## src/rtl/wb_arb_pkg.sv

```systemverilog
// Shared types and width helpers for the Wishbone round-robin arbiter.
package wb_arb_pkg;

    typedef enum logic [1:0] {
        IDLE  = 2'd0,
        GRANT = 2'd1,
        ABORT = 2'd2
    } arb_state_e;

    // Bits needed to hold the values 0..max_val inclusive.
    function automatic int cnt_width(input int max_val);
        return (max_val < 1) ? 1 : $clog2(max_val + 1);
    endfunction

endpackage

```

## src/rtl/wb_rr_pick.sv

```systemverilog
// Combinational round-robin picker: first requester strictly after the
// last-granted index, wrapping around to index 0.
module wb_rr_pick #(
    parameter int N = 2
) (
    input  logic [N-1:0] req,
    input  logic [N-1:0] last,
    output logic [N-1:0] pick
);

    localparam logic [N-1:0]   ONE_N  = 1;
    localparam logic [2*N-1:0] ONE_2N = 1;

    logic [N-1:0]   higher;
    logic [2*N-1:0] dbl;
    logic [2*N-1:0] dbl_pick;

    // Lower copy only keeps requesters above the last grant; the upper copy
    // supplies the wrap-around, so the lowest set bit of the pair is the winner.
    always_comb begin
        higher   = ~((last << 1) - ONE_N);
        dbl      = {req, req & higher};
        dbl_pick = dbl & (~dbl + ONE_2N);
        pick     = dbl_pick[N-1:0] | dbl_pick[2*N-1:N];
    end

endmodule

```

## src/rtl/wishbone_rr_arbiter.sv

```systemverilog
// Round-robin grant controller for the shared Wishbone bus: holds a grant for
// the whole cyc, counts outstanding pipelined requests, throttles at a limit
// and aborts a tenure whose slave stops answering.
module wishbone_rr_arbiter
    import wb_arb_pkg::*;
#(
    parameter int NUM_MASTER      = 2,
    parameter int MAX_OUTSTANDING = 4,
    parameter int TIMEOUT_CYCLES  = 255
) (
    input  logic                  clk_i,
    input  logic                  rst_ni,
    input  logic [NUM_MASTER-1:0] cyc_i,
    input  logic [NUM_MASTER-1:0] stb_i,
    input  logic                  stall_i,
    input  logic                  ack_i,
    input  logic                  err_i,
    output logic [NUM_MASTER-1:0] gnt_o,
    output logic                  stall_o,
    output logic                  stb_en_o,
    output logic                  ack_o,
    output logic                  err_o,
    output logic                  timeout_o
);

    localparam int OUT_W = cnt_width(MAX_OUTSTANDING);
    localparam int TMR_W = cnt_width(TIMEOUT_CYCLES);

    localparam logic [OUT_W-1:0]      OUT_MAX  = OUT_W'(MAX_OUTSTANDING);
    localparam logic [TMR_W-1:0]      TMR_MAX  = TMR_W'(TIMEOUT_CYCLES);
    localparam logic [NUM_MASTER-1:0] ONE_M    = 1;
    localparam logic [NUM_MASTER-1:0] LAST_RST = ONE_M << (NUM_MASTER - 1);

    arb_state_e            state_q, state_d;
    logic [NUM_MASTER-1:0] gnt_q, gnt_d;
    logic [NUM_MASTER-1:0] last_q, last_d;
    logic [OUT_W-1:0]      out_q, out_d;
    logic [TMR_W-1:0]      tmr_q, tmr_d;
    logic [NUM_MASTER-1:0] pick;

    logic granted_cyc, granted_stb, in_grant;
    logic resp_ok, timeout_hit, throttled, accept;

    wb_rr_pick #(.N(NUM_MASTER)) u_pick (
        .req  (cyc_i),
        .last (last_q),
        .pick (pick)
    );

    // Output gating; a response retiring this cycle frees a slot immediately,
    // so a full pipeline can accept and retire in the same cycle.
    always_comb begin
        granted_cyc = |(cyc_i & gnt_q);
        granted_stb = |(stb_i & gnt_q);
        in_grant    = (state_q == GRANT);
        resp_ok     = in_grant & (ack_i | err_i) & (out_q != '0);
        timeout_hit = in_grant & (tmr_q == TMR_MAX);
        throttled   = (out_q == OUT_MAX) & ~resp_ok;
        stall_o     = ~in_grant | stall_i | throttled;
        stb_en_o    = in_grant & ~throttled;
        accept      = granted_cyc & granted_stb & stb_en_o & ~stall_o;
        ack_o       = resp_ok & ack_i & ~timeout_hit;
        err_o       = (resp_ok & err_i & ~timeout_hit) | timeout_hit;
        timeout_o   = timeout_hit;
        gnt_o       = gnt_q;
    end

    // Next-state: grant selection, tenure end, outstanding count and timer.
    always_comb begin
        state_d = state_q;
        gnt_d   = gnt_q;
        last_d  = last_q;
        out_d   = out_q;
        tmr_d   = tmr_q;
        case (state_q)
            IDLE: begin
                out_d = '0;
                tmr_d = '0;
                if (|cyc_i) begin
                    gnt_d   = pick;
                    state_d = GRANT;
                end
            end
            GRANT: begin
                if (!granted_cyc) begin
                    state_d = IDLE;
                    gnt_d   = '0;
                    last_d  = gnt_q;
                    out_d   = '0;
                    tmr_d   = '0;
                end else if (timeout_hit) begin
                    state_d = ABORT;
                    out_d   = '0;
                    tmr_d   = '0;
                end else begin
                    out_d = out_q + OUT_W'(accept) - OUT_W'(resp_ok);
                    tmr_d = ((out_q != '0) && !resp_ok) ? tmr_q + TMR_W'(1) : '0;
                end
            end
            ABORT: begin
                out_d = '0;
                tmr_d = '0;
                if (!granted_cyc) begin
                    state_d = IDLE;
                    gnt_d   = '0;
                    last_d  = gnt_q;
                end
            end
            default: begin
                state_d = IDLE;
                gnt_d   = '0;
                out_d   = '0;
                tmr_d   = '0;
            end
        endcase
    end

    // State registers; the pointer resets to the top master so master 0 wins first.
    always_ff @(posedge clk_i or negedge rst_ni) begin
        if (!rst_ni) begin
            state_q <= IDLE;
            gnt_q   <= '0;
            last_q  <= LAST_RST;
            out_q   <= '0;
            tmr_q   <= '0;
        end else begin
            state_q <= state_d;
            gnt_q   <= gnt_d;
            last_q  <= last_d;
            out_q   <= out_d;
            tmr_q   <= tmr_d;
        end
    end

endmodule
```

## config.mk

```make
export PLATFORM = sky130hd
export DESIGN_NAME = wishbone_rr_arbiter
export DESIGN_NICKNAME = d
export VERILOG_FILES = /design/src/rtl/wb_arb_pkg.sv /design/src/rtl/wb_rr_pick.sv /design/src/rtl/wishbone_rr_arbiter.sv
export SDC_FILE = /design/constraint.sdc
export NUM_CORES = 1
export LEC_CHECK = 0
export ABC_CLOCK_PERIOD_IN_PS = 2500
export CAP_MARGIN = 20
export CORE_AREA = 2 2 50 52
export CTS_CLUSTER_SIZE = 40
export DETAILED_ROUTE_END_ITERATION = 7
export DIE_AREA = 0 0 52 54
export PLACE_DENSITY_LB_ADDON = 0.05
export SYNTH_ARGS = -nofsm -noshare
export SYNTH_HDL_FRONTEND = slang
export SYNTH_SLANG_ARGS = --single-unit
```

## constraint.sdc

```tcl
create_clock -name clk_i -period 2.5 [get_ports clk_i]
set_input_delay 0.75 -clock clk_i [delete_from_list [all_inputs] [get_ports clk_i]]
set_output_delay 0.75 -clock clk_i [all_outputs]
set_load 0.1 [all_outputs]
```

==> impl_metrics.ini <==
[run_status]
status = complete, no violations

[die]
ioPinCount = 16
die_h_um = 54
fp-row-count = 18
core-area_mm2 = 0.00232
start_util_pct = 42.3
die_w_um = 52
die_area_mm2 = 0.00281

[critical_path]
r2r_setup_slack_ns = 0.13
cp_slowest_cell = dfrtp_1
rr_worst_depth = 12
worstSetupPathType = reg2out
arrival_ns = 1.72
critPathCapture = err_o
critPathMaxFanout = 3
worstSetupEndpointType = primary output
cp_cell_sequence = or3_4, buf_6, and2_4, o21a_1, buf_12
worstSetupStartpointType = flop
slowest_delay_ns = 0.42
reg2reg_from = gnt_o[1]
required_ns = 1.75
r2r-end = out_q[2]
crit_path_start = out_q[2]

[power_and_ir_drop]
totalPowerFinal_w = 0.00114
irDropWorstVdd_v = 0.000830
p_per_area_mw_per_mm2 = 819
p_leak_nw = 0.627

[route]
wl_um = 1890
dr_total_vias = 784
drc = 0
drtPass1Iterations = 2
drt_iter0_markers = 13
viasPerCell = 4.96
wl_per_cell_um = 11.9
ant_nets = 0

[clock_network]
root_buffer = clkbuf_4
cts_tree = yes
insertion_delay_ns = 0.28
htreeDepth = 1
path_clk_slew_ns = 0.10
cts.sinks = 16
cts_made_buffers = 3
clock_path_buffers = 2

[yosys]
seq_area_frac_synth_pct = 40.8
synth_area_leaders = dfrtp_1 41%, ha_1 7.7%, nor2_1 6.5%
synthMuxAreaShare_pct = 0
synth-simple-area-share_pct = 21.6
yosys.area.top_type = dfrtp_1
syn_area_per_cell_um2 = 9.91
synthesis.nets = 115
ys_ff_latch = 16
synth_compound_area_share_pct = 17.9
synth-xor-area-share_pct = 6.25
synthCells = 99
yosysTopAreaCellShare_pct = 40.8
synth_top_family_by_area = simple AND/OR/NAND/NOR gates
synthAdderAreaFrac_pct = 9.69
ys_types = 34
synth.cell_area_um2 = 981
ys_warn_count = 0

[global_routing]
grt_max_degree = 17
grtUsageTotal_pct = 16.4
grt_pass1_vias = 761
antenna_found_initial = 0
grt_pass1_wl_um = 3300
grt_overflow = 0

[job]
drv_cap = 0

[sta]
rsz0062_at_grt = true
final_max_slew_viol_count = 0
tns_ns = 0
max_slew_margin_pct = 81.6
finClkSkew_ns = 0.00286
worst_pin_slew_ns = 0.276
setup_violations = 0
layout_min_cycle_time_ns = 2.47
fin_crit_sh_pct = 99.0
finalWorstSetupSlack_ns = 0.0252
max_freq_mhz = 404
finalHoldViolCount = 0

[layout]
drive_gt1_share_pct = 35.2
post-route-util_pct = 59.8
final_cell_mix = 15 x nor2_1, 15 x dfrtp_1, 11 x buf_4, 8 x nand2_1, 6 x inv_1
seq_area_um2 = 402
nFillCells = 212
antenna_cells = 0
finish.instance_area_mm2 = 0.00139
layout.nets = 145
multi_input_comb_area_um2 = 601
syn_to_final_growth_pct = 41.3

[place]
gp_routability_congestion = 0.653
place_area_mm2 = 0.00131
port_buffers = 15
hpwl_um = 1500
post-place-ws_ns = -0.620

[worst_hold_path]
hold_path_class = reg2reg
[worst min path at each step]
stage / from / to / slack, ns / cells past startpoint
after floorplan: tmr_q[0] / tmr_q[0] / 0.43 / 1
after global placement: tmr_q[0] / tmr_q[0] / 0.45 / 1
after detailed placement: tmr_q[0] / tmr_q[0] / 0.46 / 1
after CTS: last_q[0] / last_q[0] / 0.51 / 1
after global routing: last_q[0] / last_q[0] / 0.52 / 1
final: last_q[0] / last_q[0] / 0.50 / 1
[report_power, final]
group | leakage (nW) | internal [W] | switching, W
sequential | 0.217 | 0.000293 | 0.0000336
clock | 0.0210 | 0.0000886 | 0.0000852
combinational | 0.389 | 0.000240 | 0.000396
total | 0.627 | 0.000622 | 0.000514
[cell families (layout without fill, tap and decap cells)]
group,after synthesis,after routing
compound gates,20,20
xor+xnor,7,7
fa+ha+maj,7,7
buf+inv,8,37
flops,16,16
simple gates,41,41
[synthesized netlist by cell type]
library cell	n
nand4_4	1
nor2_1	17
or2_4	1
a22oi_4	1
a32o_1	2
o21a_1	1
nand4_1	1
inv_1	7
a21o_1	1
nand2_1	8
dfrtp_1	16
ha_1	6
fa_1	1
o21ai_0	1
and2_1	2
a22o_1	2
o22a_1	1
a22o_4	1
a31o_1	1
and2_4	1
xor2_1	4
o22ai_1	2
o31a_1	1
xnor2_1	3
nand3b_1	1
or3_1	2
o211ai_2	1
a21oi_1	4
buf_6	1
a21boi_0	1
and3_1	1
nor3b_1	1
nand2b_1	1
nand3_1	4
[stage by stage]
| step | hold WS, ns | std cells |
|---|---|---|
| 2_1_floorplan | 0.429 | 99 |
| 3_3_place_gp | 0.453 | 153 |
| 3_5_place_dp | 0.461 | 153 |
| 4_1_cts | 0.507 | 158 |
| 5_1_grt | 0.523 | 158 |
| 6_report | 0.502 | 158 |
[timing repair]
action,CTS,global route
gates resized for setup,28,6
hold buffers,0,0
endpoints found under the setup margin,7,5
pin swaps,9,9
endpoints found under the hold margin,0,0
buffers inserted,1,0
[sequential cells by signal, summed over array words and instances, names as in the netlist]
| name | count |
|---|---|
| tmr_q | 8 |
| out_q | 3 |
| gnt_o | 2 |
| state_q | 2 |
| last_q | 1 |
[layer usage]
layer  vias to the layer above  GRT usage [%]  wire length, um
met4                         0           7.89               19
li1                        403              -                -
met2                        10           27.4              932
met3                         2           4.17               68
met5                         -              0                0
met1                       369           19.7              868
[worst max-delay path, delay by kind of cell (launching register included)]
kind                   cells  cell delay (ns)
and+or+nand+nor            2             0.53
AOI/OAI and AO/OA          1             0.19
DFF                        1             0.42
buffers and inverters      2             0.30
[area by class of cell]
class                           count  share of cell area [%]
Multi-Input combinational cell     75                    43.3
Sequential cell                    16                    29.0
Timing Repair Buffer               26                    20.5
Tap cell                           30                    2.71
Clock buffer                        4                    2.62
Inverter                            7                    1.90
No activity file was read; power rests on OpenSTA's default activity.
